[src/rtl/nco_pkg.sv]
`default_nettype none
// ============================================================================
//  Module      : nco_pkg
//  Description : Shared constants and types for the NCO output serializer.
//  Revision    : 1.0 - initial release
// ============================================================================
package nco_pkg;

    localparam int DOUT_W = 12;              // NCO sample width
    localparam int LANE_W = 2;               // off-chip lane width per beat
    localparam int BEATS  = DOUT_W / LANE_W; // beats per sample word

    // Serializer control states
    typedef enum logic [0:0] {
        IDLE  = 1'b0,
        SHIFT = 1'b1
    } ser_state_e;

endpackage : nco_pkg
`default_nettype wire

[src/rtl/nco_sync_fifo.sv]
`default_nettype none
// ============================================================================
//  Module      : nco_sync_fifo
//  Description : Pointer-based synchronous FIFO. A push into a full FIFO is
//                accepted when a pop happens in the same cycle.
//  Revision    : 1.0 - initial release
// ============================================================================
module nco_sync_fifo #(
    parameter int WIDTH = 12,
    parameter int DEPTH = 4    // power of two, >= 2
) (
    input  logic                       clk,
    input  logic                       rstn,
    input  logic                       push_i,
    input  logic                       pop_i,
    input  logic [WIDTH-1:0]           data_i,
    output logic [WIDTH-1:0]           data_o,
    output logic                       full_o,
    output logic                       empty_o,
    output logic [$clog2(DEPTH+1)-1:0] count_o,
    output logic                       push_ok_o
);

    localparam int c_AW = $clog2(DEPTH);
    localparam int c_CW = $clog2(DEPTH+1);

    logic [WIDTH-1:0] mem_q [DEPTH];
    logic [c_AW-1:0]  wptr_q;
    logic [c_AW-1:0]  rptr_q;
    logic [c_CW-1:0]  count_q;

    logic w_rd;
    logic w_wr;

    assign full_o    = (count_q == c_CW'(DEPTH));
    assign empty_o   = (count_q == '0);
    assign push_ok_o = ~full_o | w_rd;
    assign w_rd      = pop_i & ~empty_o;
    assign w_wr      = push_i & push_ok_o;
    assign data_o    = mem_q[rptr_q];
    assign count_o   = count_q;

    // Storage array; contents are don't-care until written, so no reset
    always_ff @(posedge clk) begin
        if (w_wr) begin
            mem_q[wptr_q] <= data_i;
        end
    end

    // Pointers wrap naturally because DEPTH is a power of two
    always_ff @(posedge clk or negedge rstn) begin
        if (!rstn) begin
            wptr_q  <= '0;
            rptr_q  <= '0;
            count_q <= '0;
        end else begin
            if (w_wr) wptr_q <= wptr_q + 1'b1;
            if (w_rd) rptr_q <= rptr_q + 1'b1;
            case ({w_wr, w_rd})
                2'b10:   count_q <= count_q + 1'b1;
                2'b01:   count_q <= count_q - 1'b1;
                default: count_q <= count_q;
            endcase
        end
    end

endmodule : nco_sync_fifo
`default_nettype wire

[src/rtl/nco_dout_serializer.sv]
`default_nettype none
// ============================================================================
//  Module      : nco_dout_serializer
//  Description : Buffers NCO Dout samples and streams them MSB-first over a
//                narrow ready/valid lane with a first-beat frame strobe.
//                Samples that find the FIFO full are dropped and flagged.
//  Revision    : 1.0 - initial release
// ============================================================================
module nco_dout_serializer
    import nco_pkg::*;
#(
    parameter int DW    = DOUT_W,  // sample width
    parameter int LW    = LANE_W,  // lane width, DW must be a multiple of LW
    parameter int DEPTH = 4        // FIFO entries, power of two, >= 2
) (
    input  logic                       clk,
    input  logic                       rstn,
    input  logic                       Vld,
    input  logic [DW-1:0]              Dout,
    input  logic                       Rdy,
    input  logic                       ClrOvf,
    output logic [LW-1:0]              Sdat,
    output logic                       Sval,
    output logic                       Sfrm,
    output logic                       Ovf,
    output logic [$clog2(DEPTH+1)-1:0] Lvl
);

    localparam int c_BEATS = DW / LW;
    localparam int c_BW    = (c_BEATS > 1) ? $clog2(c_BEATS) : 1;
    localparam int c_CW    = $clog2(DEPTH+1);

    ser_state_e       state_q;
    logic [DW-1:0]    shreg_q;
    logic [c_BW-1:0]  beat_q;
    logic             sval_q;
    logic             sfrm_q;
    logic             ovf_q;
    logic             ovf_d;

    logic             w_xfer;
    logic             w_last;
    logic             w_pop;
    logic             w_push;
    logic             w_drop;
    logic             w_full;
    logic             w_empty;
    logic             w_push_ok;
    logic [DW-1:0]    w_fifo_data;
    logic [c_CW-1:0]  w_count;

    assign w_xfer = sval_q & Rdy;
    assign w_last = (beat_q == c_BW'(c_BEATS-1));

    // Pop when idle with data waiting, or on the final beat for a no-bubble reload
    assign w_pop  = ~w_empty & ((state_q == IDLE) |
                                ((state_q == SHIFT) & w_xfer & w_last));
    assign w_push = Vld & w_push_ok;
    assign w_drop = Vld & w_full & ~w_pop;

    nco_sync_fifo #(
        .WIDTH (DW),
        .DEPTH (DEPTH)
    ) u_fifo (
        .clk       (clk),
        .rstn      (rstn),
        .push_i    (w_push),
        .pop_i     (w_pop),
        .data_i    (Dout),
        .data_o    (w_fifo_data),
        .full_o    (w_full),
        .empty_o   (w_empty),
        .count_o   (w_count),
        .push_ok_o (w_push_ok)
    );

    // Sticky overflow: a drop in the same cycle as a clear keeps the flag set
    always_comb begin
        ovf_d = ovf_q;
        if (w_drop) begin
            ovf_d = 1'b1;
        end else if (ClrOvf) begin
            ovf_d = 1'b0;
        end
    end

    // Overflow flag register
    always_ff @(posedge clk or negedge rstn) begin
        if (!rstn) begin
            ovf_q <= 1'b0;
        end else begin
            ovf_q <= ovf_d;
        end
    end

    // Serializer FSM and shifter; outputs only change on a transfer or a load
    always_ff @(posedge clk or negedge rstn) begin
        if (!rstn) begin
            state_q <= IDLE;
            shreg_q <= '0;
            beat_q  <= '0;
            sval_q  <= 1'b0;
            sfrm_q  <= 1'b0;
        end else begin
            case (state_q)
                IDLE: begin
                    if (!w_empty) begin
                        shreg_q <= w_fifo_data;
                        beat_q  <= '0;
                        sval_q  <= 1'b1;
                        sfrm_q  <= 1'b1;
                        state_q <= SHIFT;
                    end
                end
                SHIFT: begin
                    if (w_xfer) begin
                        if (w_last && !w_empty) begin
                            shreg_q <= w_fifo_data;
                            beat_q  <= '0;
                            sfrm_q  <= 1'b1;
                        end else if (w_last) begin
                            // Shifting out the last beat leaves the register clear
                            shreg_q <= {shreg_q[DW-LW-1:0], {LW{1'b0}}};
                            beat_q  <= '0;
                            sval_q  <= 1'b0;
                            sfrm_q  <= 1'b0;
                            state_q <= IDLE;
                        end else begin
                            shreg_q <= {shreg_q[DW-LW-1:0], {LW{1'b0}}};
                            beat_q  <= beat_q + 1'b1;
                            sfrm_q  <= 1'b0;
                        end
                    end
                end
                default: begin
                    state_q <= IDLE;
                    sval_q  <= 1'b0;
                    sfrm_q  <= 1'b0;
                end
            endcase
        end
    end

    assign Sdat = shreg_q[DW-1 -: LW];
    assign Sval = sval_q;
    assign Sfrm = sfrm_q;
    assign Ovf  = ovf_q;
    assign Lvl  = w_count;

endmodule : nco_dout_serializer
`default_nettype wire

[config.mk]
export PLATFORM = sky130hd
export DESIGN_NAME = nco_dout_serializer
export DESIGN_NICKNAME = d
export VERILOG_FILES = /design/src/rtl/nco_pkg.sv /design/src/rtl/nco_sync_fifo.sv /design/src/rtl/nco_dout_serializer.sv
export SDC_FILE = /design/constraint.sdc
export NUM_CORES = 1
export LEC_CHECK = 0
export ABC_AREA = 0
export CORE_AREA = 5 5 84 86
export DETAILED_ROUTE_END_ITERATION = 7
export DIE_AREA = 0 0 89 91
export GPL_TIMING_DRIVEN = 0
export MAX_ROUTING_LAYER = met4
export PLACE_DENSITY = 0.74
export SETUP_SLACK_MARGIN = 0.2
export SLEW_MARGIN = 10
export SYNTH_ARGS = -nofsm -noshare
export SYNTH_HDL_FRONTEND = slang
export SYNTH_HIERARCHICAL = 1
export SYNTH_SLANG_ARGS = --single-unit
[constraint.sdc]
create_clock -name clk -period 3.1 [get_ports clk]
set_input_delay 0.62 -clock clk [delete_from_list [all_inputs] [get_ports clk]]
set_output_delay 0.62 -clock clk [all_outputs]
set_load 0.1 [all_outputs]
Word-level counts from Yosys, hierarchy flattened. Memories as Yosys holds them, arrays and structs flattened. Cells that the tools add are included.

Add/sub/neg operators: 5. Reductions and logical operators: 7. Multiplexer cells: 27. Bitwise operators: 15. Eq/ne operators: 8.

Operators with widths (number): two-way mux 12 bit (3); one-hot mux 12 bit (2 select lines) (1); two-way mux 1 bit (14); two-way mux 3 bit (4); one-hot mux 3 bit (2 select lines) (2); AND 1 bit (9); adder 3 x 1 -> 3 bit (second input constant) (2); == test 3 bit (second input constant) (2); one-hot mux 1 bit (2 select lines) (3); adder 2 x 1 -> 2 bit (second input constant) (2); inequality test 2 x 1 -> 1 bit (second input constant) (2); inequality test 2 bit (second input constant) (2); inverter 1 bit (4); AND reduction 4 bit (1); nonzero test 2 bit (2); logical NOT 3 bit (1); subtractor 3 x 1 -> 3 bit (second input constant) (1); == test 2 x 1 -> 1 bit (second input constant) (1); == test 2 bit (second input constant) (1); OR 1 bit (2); AND reduction 2 bit (1); logical AND 1 bit (1); logical NOT 1 bit (1).

Output and inout bits: 8. Memories kept: 1. RAM bits: 48. Word-level logic and storage cells: 72. Register bits: 26.

Memories: u_fifo.mem_q (words 4, bits a word 12, read ports 1, clocked after memory_dff 0, write ports 1, RTL line nco_sync_fifo.sv:27) `logic [WIDTH-1:0] mem_q [DEPTH];`.

Longest topological paths before layout.
Depth in word-level cells: 11. Mapped depth: 15. Mapped depth without buffers: 13.

Hierarchy. The synthesis kept the hierarchy.

By module, submodules not included: nco_sync_fifo (area each 2172.1 um2, cells each 103, seq. area each 1616.6 um2, times used 1); nco_dout_serializer (area each 959.7 um2, cells each 103, seq. area each 475.5 um2, times used 1).

Worst setup path before layout. Ideal clock, no wire load.

Path kind: reg-to-reg. Start point: reg u_fifo.count_q[2], in the netlist u_fifo/count_o[2]. End point: reg u_fifo.count_q[2], in the netlist u_fifo/count_o[2]. Slack: -0.673 ns. Arrival time: 3.610 ns. Path buffers: 1. Cell stages (with the launch flop): 15. Clock period less this slack: 3.773 ns. Cell sequence: dfrtp_1 -> nor3_1 -> nand4bb_1 -> a2bb2oi_2 -> or4b_1 -> clkbuf_2 -> and2_1 -> and2_4 -> inv_1 -> ha_1 -> inv_1 -> fa_1 -> xor2_1 -> nor2_1 -> xor2_1.

Word-level cells in the longest chain between the ends: 9. Elaborated cells between the ends (all ways): 15.

RTL lines: from (decl) (RTL line nco_sync_fifo.sv:30) `logic [c_CW-1:0] count_q;`; from (signal assigned) (RTL line nco_sync_fifo.sv:60) `2'b10: count_q <= count_q + 1'b1;`; from (signal assigned) (RTL line nco_sync_fifo.sv:61) `2'b01: count_q <= count_q - 1'b1;`; from (signal assigned) (RTL line nco_sync_fifo.sv:62) `default: count_q <= count_q;`; logical NOT 3 bit (*) (RTL line nco_sync_fifo.sv:36) `assign empty_o = (count_q == '0);`; named net w_empty (RTL line nco_dout_serializer.sv:47) `logic w_empty;`; inverter 1 bit (*) (RTL line nco_dout_serializer.sv:56) `assign w_pop = ~w_empty & ((state_q == IDLE) |`; AND 1 bit (*) (RTL line nco_dout_serializer.sv:56); named net w_pop (RTL line nco_dout_serializer.sv:43) `logic w_pop;`; AND 1 bit (*) (RTL line nco_sync_fifo.sv:38) `assign w_rd = pop_i & ~empty_o;`; OR 1 bit (*) (RTL line nco_sync_fifo.sv:37) `assign push_ok_o = ~full_o | w_rd;`; named net w_push_ok (RTL line nco_dout_serializer.sv:48) `logic w_push_ok;`; AND 1 bit (*) (RTL line nco_dout_serializer.sv:58) `assign w_push = Vld & w_push_ok;`; named net w_push (RTL line nco_dout_serializer.sv:44) `logic w_push;`; AND 1 bit (*) (RTL line nco_sync_fifo.sv:39) `assign w_wr = push_i & push_ok_o;`; == test 2 x 1 -> 1 bit / == test 2 bit (equally long branches) (RTL line nco_sync_fifo.sv:59) `case ({w_wr, w_rd})`; one-hot mux 3 bit (2 select lines) / nonzero test 2 bit (equally long branches).

The timed path passes the listed nets; every way through them passes the cells marked *. A chain may end at the register's enable or synchronous reset.

Final worst setup path. Ends and elaborated chain as after synthesis.

==> results.toml <==
[power]
total_power_uw = 3920
ir_drop_mv = 0.550
p_per_area_mw_per_mm2 = 1010
leakage_uw = 0.00145

[setup_path]
critical_path.max_fanout = 4
cp_data_arrival_time_ns = 3.30
cp_top_family = "simple AND/OR/NAND/NOR gates"
crit_chain = "nor3_4 > nand4bb_4 > a2bb2oi_4 > or4b_4 > buf_8 > and2_4 > and2_4 > inv_2 > ha_4 > inv_2 > fa_2 > xor2_1 > nor2_1 > xor2_1"
critPathCaptureType = "flop"
crit_path_top_delay_cell = "dfrtp_4"
worstPathRequired_ns = 3.37
setup.worst_path.class = "flop to flop"
crit_buf_inv = 3
cp-start-kind = "flop"
critical-path-max-stage-delay_ns = 0.49

[die]
core_mm2 = 0.00620
rows = 29
die_x_um = 89
io_pins = 25
initial_core_util_pct = 50.5
die_height_um = 91
die_area_mm2 = 0.00810

[flow_run]
drv_cap = 0

[worst_hold_path]
hp-class = "input port to asynchronous set/reset pin"

[logic_synthesis]
avgSynthCellArea_um2 = 15.2
synth_cells = 206
synth_warnings = 6
syn_nets = 229
synth-seq-cells = 74
synth_cell_types = 41
ys_seq_area_share_pct = 66.8
synthTopCellsByArea = "edfxtp_1, dfrtp_1, mux4_2"
yosysTopAreaCellShare_pct = 46.0
synth_top_cell_by_area = "edfxtp_1"
syn_area_mm2 = 0.00313

[detailed_routing]
antenna_left = 0
drc = 0
drt_iter0_markers = 134
drt-total-wl_mm = 5.62
dr.pass1.iters = 4
wl_per_cell_um = 16.8
vias = 1874
drt-vias-per-instance = 5.59

[cts]
clkTransAtPathRegs_ns = 0.07
cts_max_path_buffers = 2
numCtsBuffers = 9
cts_hold_buf = 0
clkSinkCount = 74
cts_root_buf = "clkbuf_8"
htree_levels = 3
worstSkewPairLatency_ns = 0.34
cts_tree = "yes"

[global_routing]
grt_pass1_vias = 1788
antenna_found_initial = 0
grt_pass1_wl_mm = 9.17
grt_overflow = 0
grt_use_total_pct = 15.6
grt_max_degree = 27

[sta]
finalHoldViolations = 0
fmax_ghz = 0.330
rsz0062_at_grt = "true"
fin_skew_ns = 0.00424
drv_slew = 0
worst_pin_slew_ns = 0.975
relSlewSlack_pct = 34.8
min_period_ns = 3.03
finalHoldWorstSlack_ns = 0.275
fin_crit_sh_pct = 97.9
setup_viol = 0

[placement]
placed_cell_area_mm2 = 0.00351
place_hpwl_mm = 3.63
place_congestion = 0.768
io_buffer_count = 24

[final_layout]
filler_cell_count = 453
diodes = 0
post-route-cell-area_mm2 = 0.00388
drive_gt1_share_pct = 28.3
layout.nets = 276
area_growth_syn_to_layout_pct = 24.0

[run_status]
status = "completed"
-- Yosys cell counts, drive strengths merged --
master	count
edfxtp	48
dfrtp	26
o21ai	16
buf	12
mux4	12
nand3	12
nor3	12
a31oi	11
inv	9
and3	6
nand2	6
ha	5
nor2	3
xnor2	3
xor2	3
a21oi	2
a22o	2
and2	2
clkbuf	2
mux2i	2
a21o	1
a2bb2oi	1
fa	1
nand3b	1
nand4b	1
nand4bb	1
nor2b	1
nor4	1
nor4bb	1
o22ai	1
o31a	1
or4b	1
-- layout by cell type (no fill, tap or decap), types with 2 or more instances in the layout --
cell and n:
a21oi_1 2, a22o_1 2, a31oi_1 11, and2_4 2, and3_1 2, and3_2 4, buf_2 7, buf_4 17
bufinv_16 3, clkbuf_1 3, clkbuf_8 10, clkdlybuf4s50_1 22, dfrtp_1 22, dfrtp_4 3, edfxtp_1 48, ha_1 4
inv_1 7, inv_2 2, mux2i_1 2, mux4_2 12, nand2_1 6, nand3_1 12, nor2_1 2, nor3_1 11
o21ai_0 5, o21ai_1 10, xnor2_1 2, xor2_1 3
-- cell families (layout without fill, tap and decap cells) --
family                     after synthesis  after routing  synth area share [%]
muxes                                   14             14                  9.27
xor gates and xnor gates                 6              6                  1.92
buffers and inverters                   23             75                  3.64
DFF                                     74             74                  66.8
AOI/OAI and AO/OA                       35             35                  6.99
adders and majority gates                6              6                  2.64
and+or+nand+nor                         48             48                  8.75
-- power breakdown --
| group | leakage (uW) | switching [uW] | internal (uW) | total (uW) |
|---|---|---|---|---|
| combinational | 0.000588 | 875 | 624 | 1500 |
| clock | 0.000121 | 340 | 559 | 899 |
| sequential | 0.000744 | 159 | 1360 | 1520 |
-- registers in the layout (all words and copies together) (netlist names) --
| name | cells |
|---|---|
| Ovf | 1 |
| Sval | 1 |
| u_fifo/count_o | 3 |
| Sfrm | 1 |
| beat_q | 3 |
| u_fifo/rptr_q | 2 |
| state_q | 1 |
| u_fifo/mem_q | 48 |
| shreg_q | 12 |
| u_fifo/wptr_q | 2 |
-- per-layer routing --
metal  vias up  share of wire (%)  GRT usage [%]
met3         9                4.5           3.26
met2        47                 50           22.3
met1       937                 44           21.4
met5         -                  0              -
li1        881                  -              -
met4         0                1.7           7.07
-- path summary, 6_finish.rpt --
path / to / start / depth (start not counted) / slack [ns]
max: u_fifo/count_o[2]$_DFFE_PN0P_ / u_fifo/count_o[2]$_DFFE_PN0P_ / 14 / 0.07
min: shreg_q[9]$_DFFE_PN0P_ / rstn / 1 / 0.27
max reg2reg: u_fifo/count_o[2]$_DFFE_PN0P_ / u_fifo/count_o[2]$_DFFE_PN0P_ / 14 / 0.07
min reg2reg: shreg_q[0]$_DFFE_PN0P_ / shreg_q[0]$_DFFE_PN0P_ / 1 / 0.52
max in group asynchronous: u_fifo/count_o[1]$_DFFE_PN0P_ / rstn / 1 / 2.38
min in group clk: shreg_q[0]$_DFFE_PN0P_ / shreg_q[0]$_DFFE_PN0P_ / 1 / 0.52
-- repair_timing --
item	CTS	global route
buffers inserted	10	2
gates resized for setup	5	2
pin swaps	8	5
setup endpoints to repair	2	2
-- metrics by stage --
stage / cells / utilization (%) / setup slack, ns / TNS [ns]
5_1_grt: 335 / 62.6 / -0.0193 / -0.0193
2_1_floorplan: 206 / - / -0.0453 / -0.0453
6_report: 335 / 62.6 / 0.0662 / 0
3_5_place_dp: 307 / 56.6 / -0.526 / -0.903
4_1_cts: 333 / 62.4 / 0.0439 / 0
3_3_place_gp: 307 / 56.6 / -0.522 / -0.884
-- final cells by class --
cell class	instances	area [um^2]	share of cell area [%]
Tap cell	77	96.3	2.48
Multi-Input combinational cell	109	991	25.5
Inverter	9	33.8	0.870
Clock inverter	4	98.8	2.55
Buffer	14	90.1	2.32
Clock buffer	12	145	3.74
Timing Repair Buffer	36	324	8.34
Sequential cell	74	2100	54.2
(Power assumes the default switching activity.)
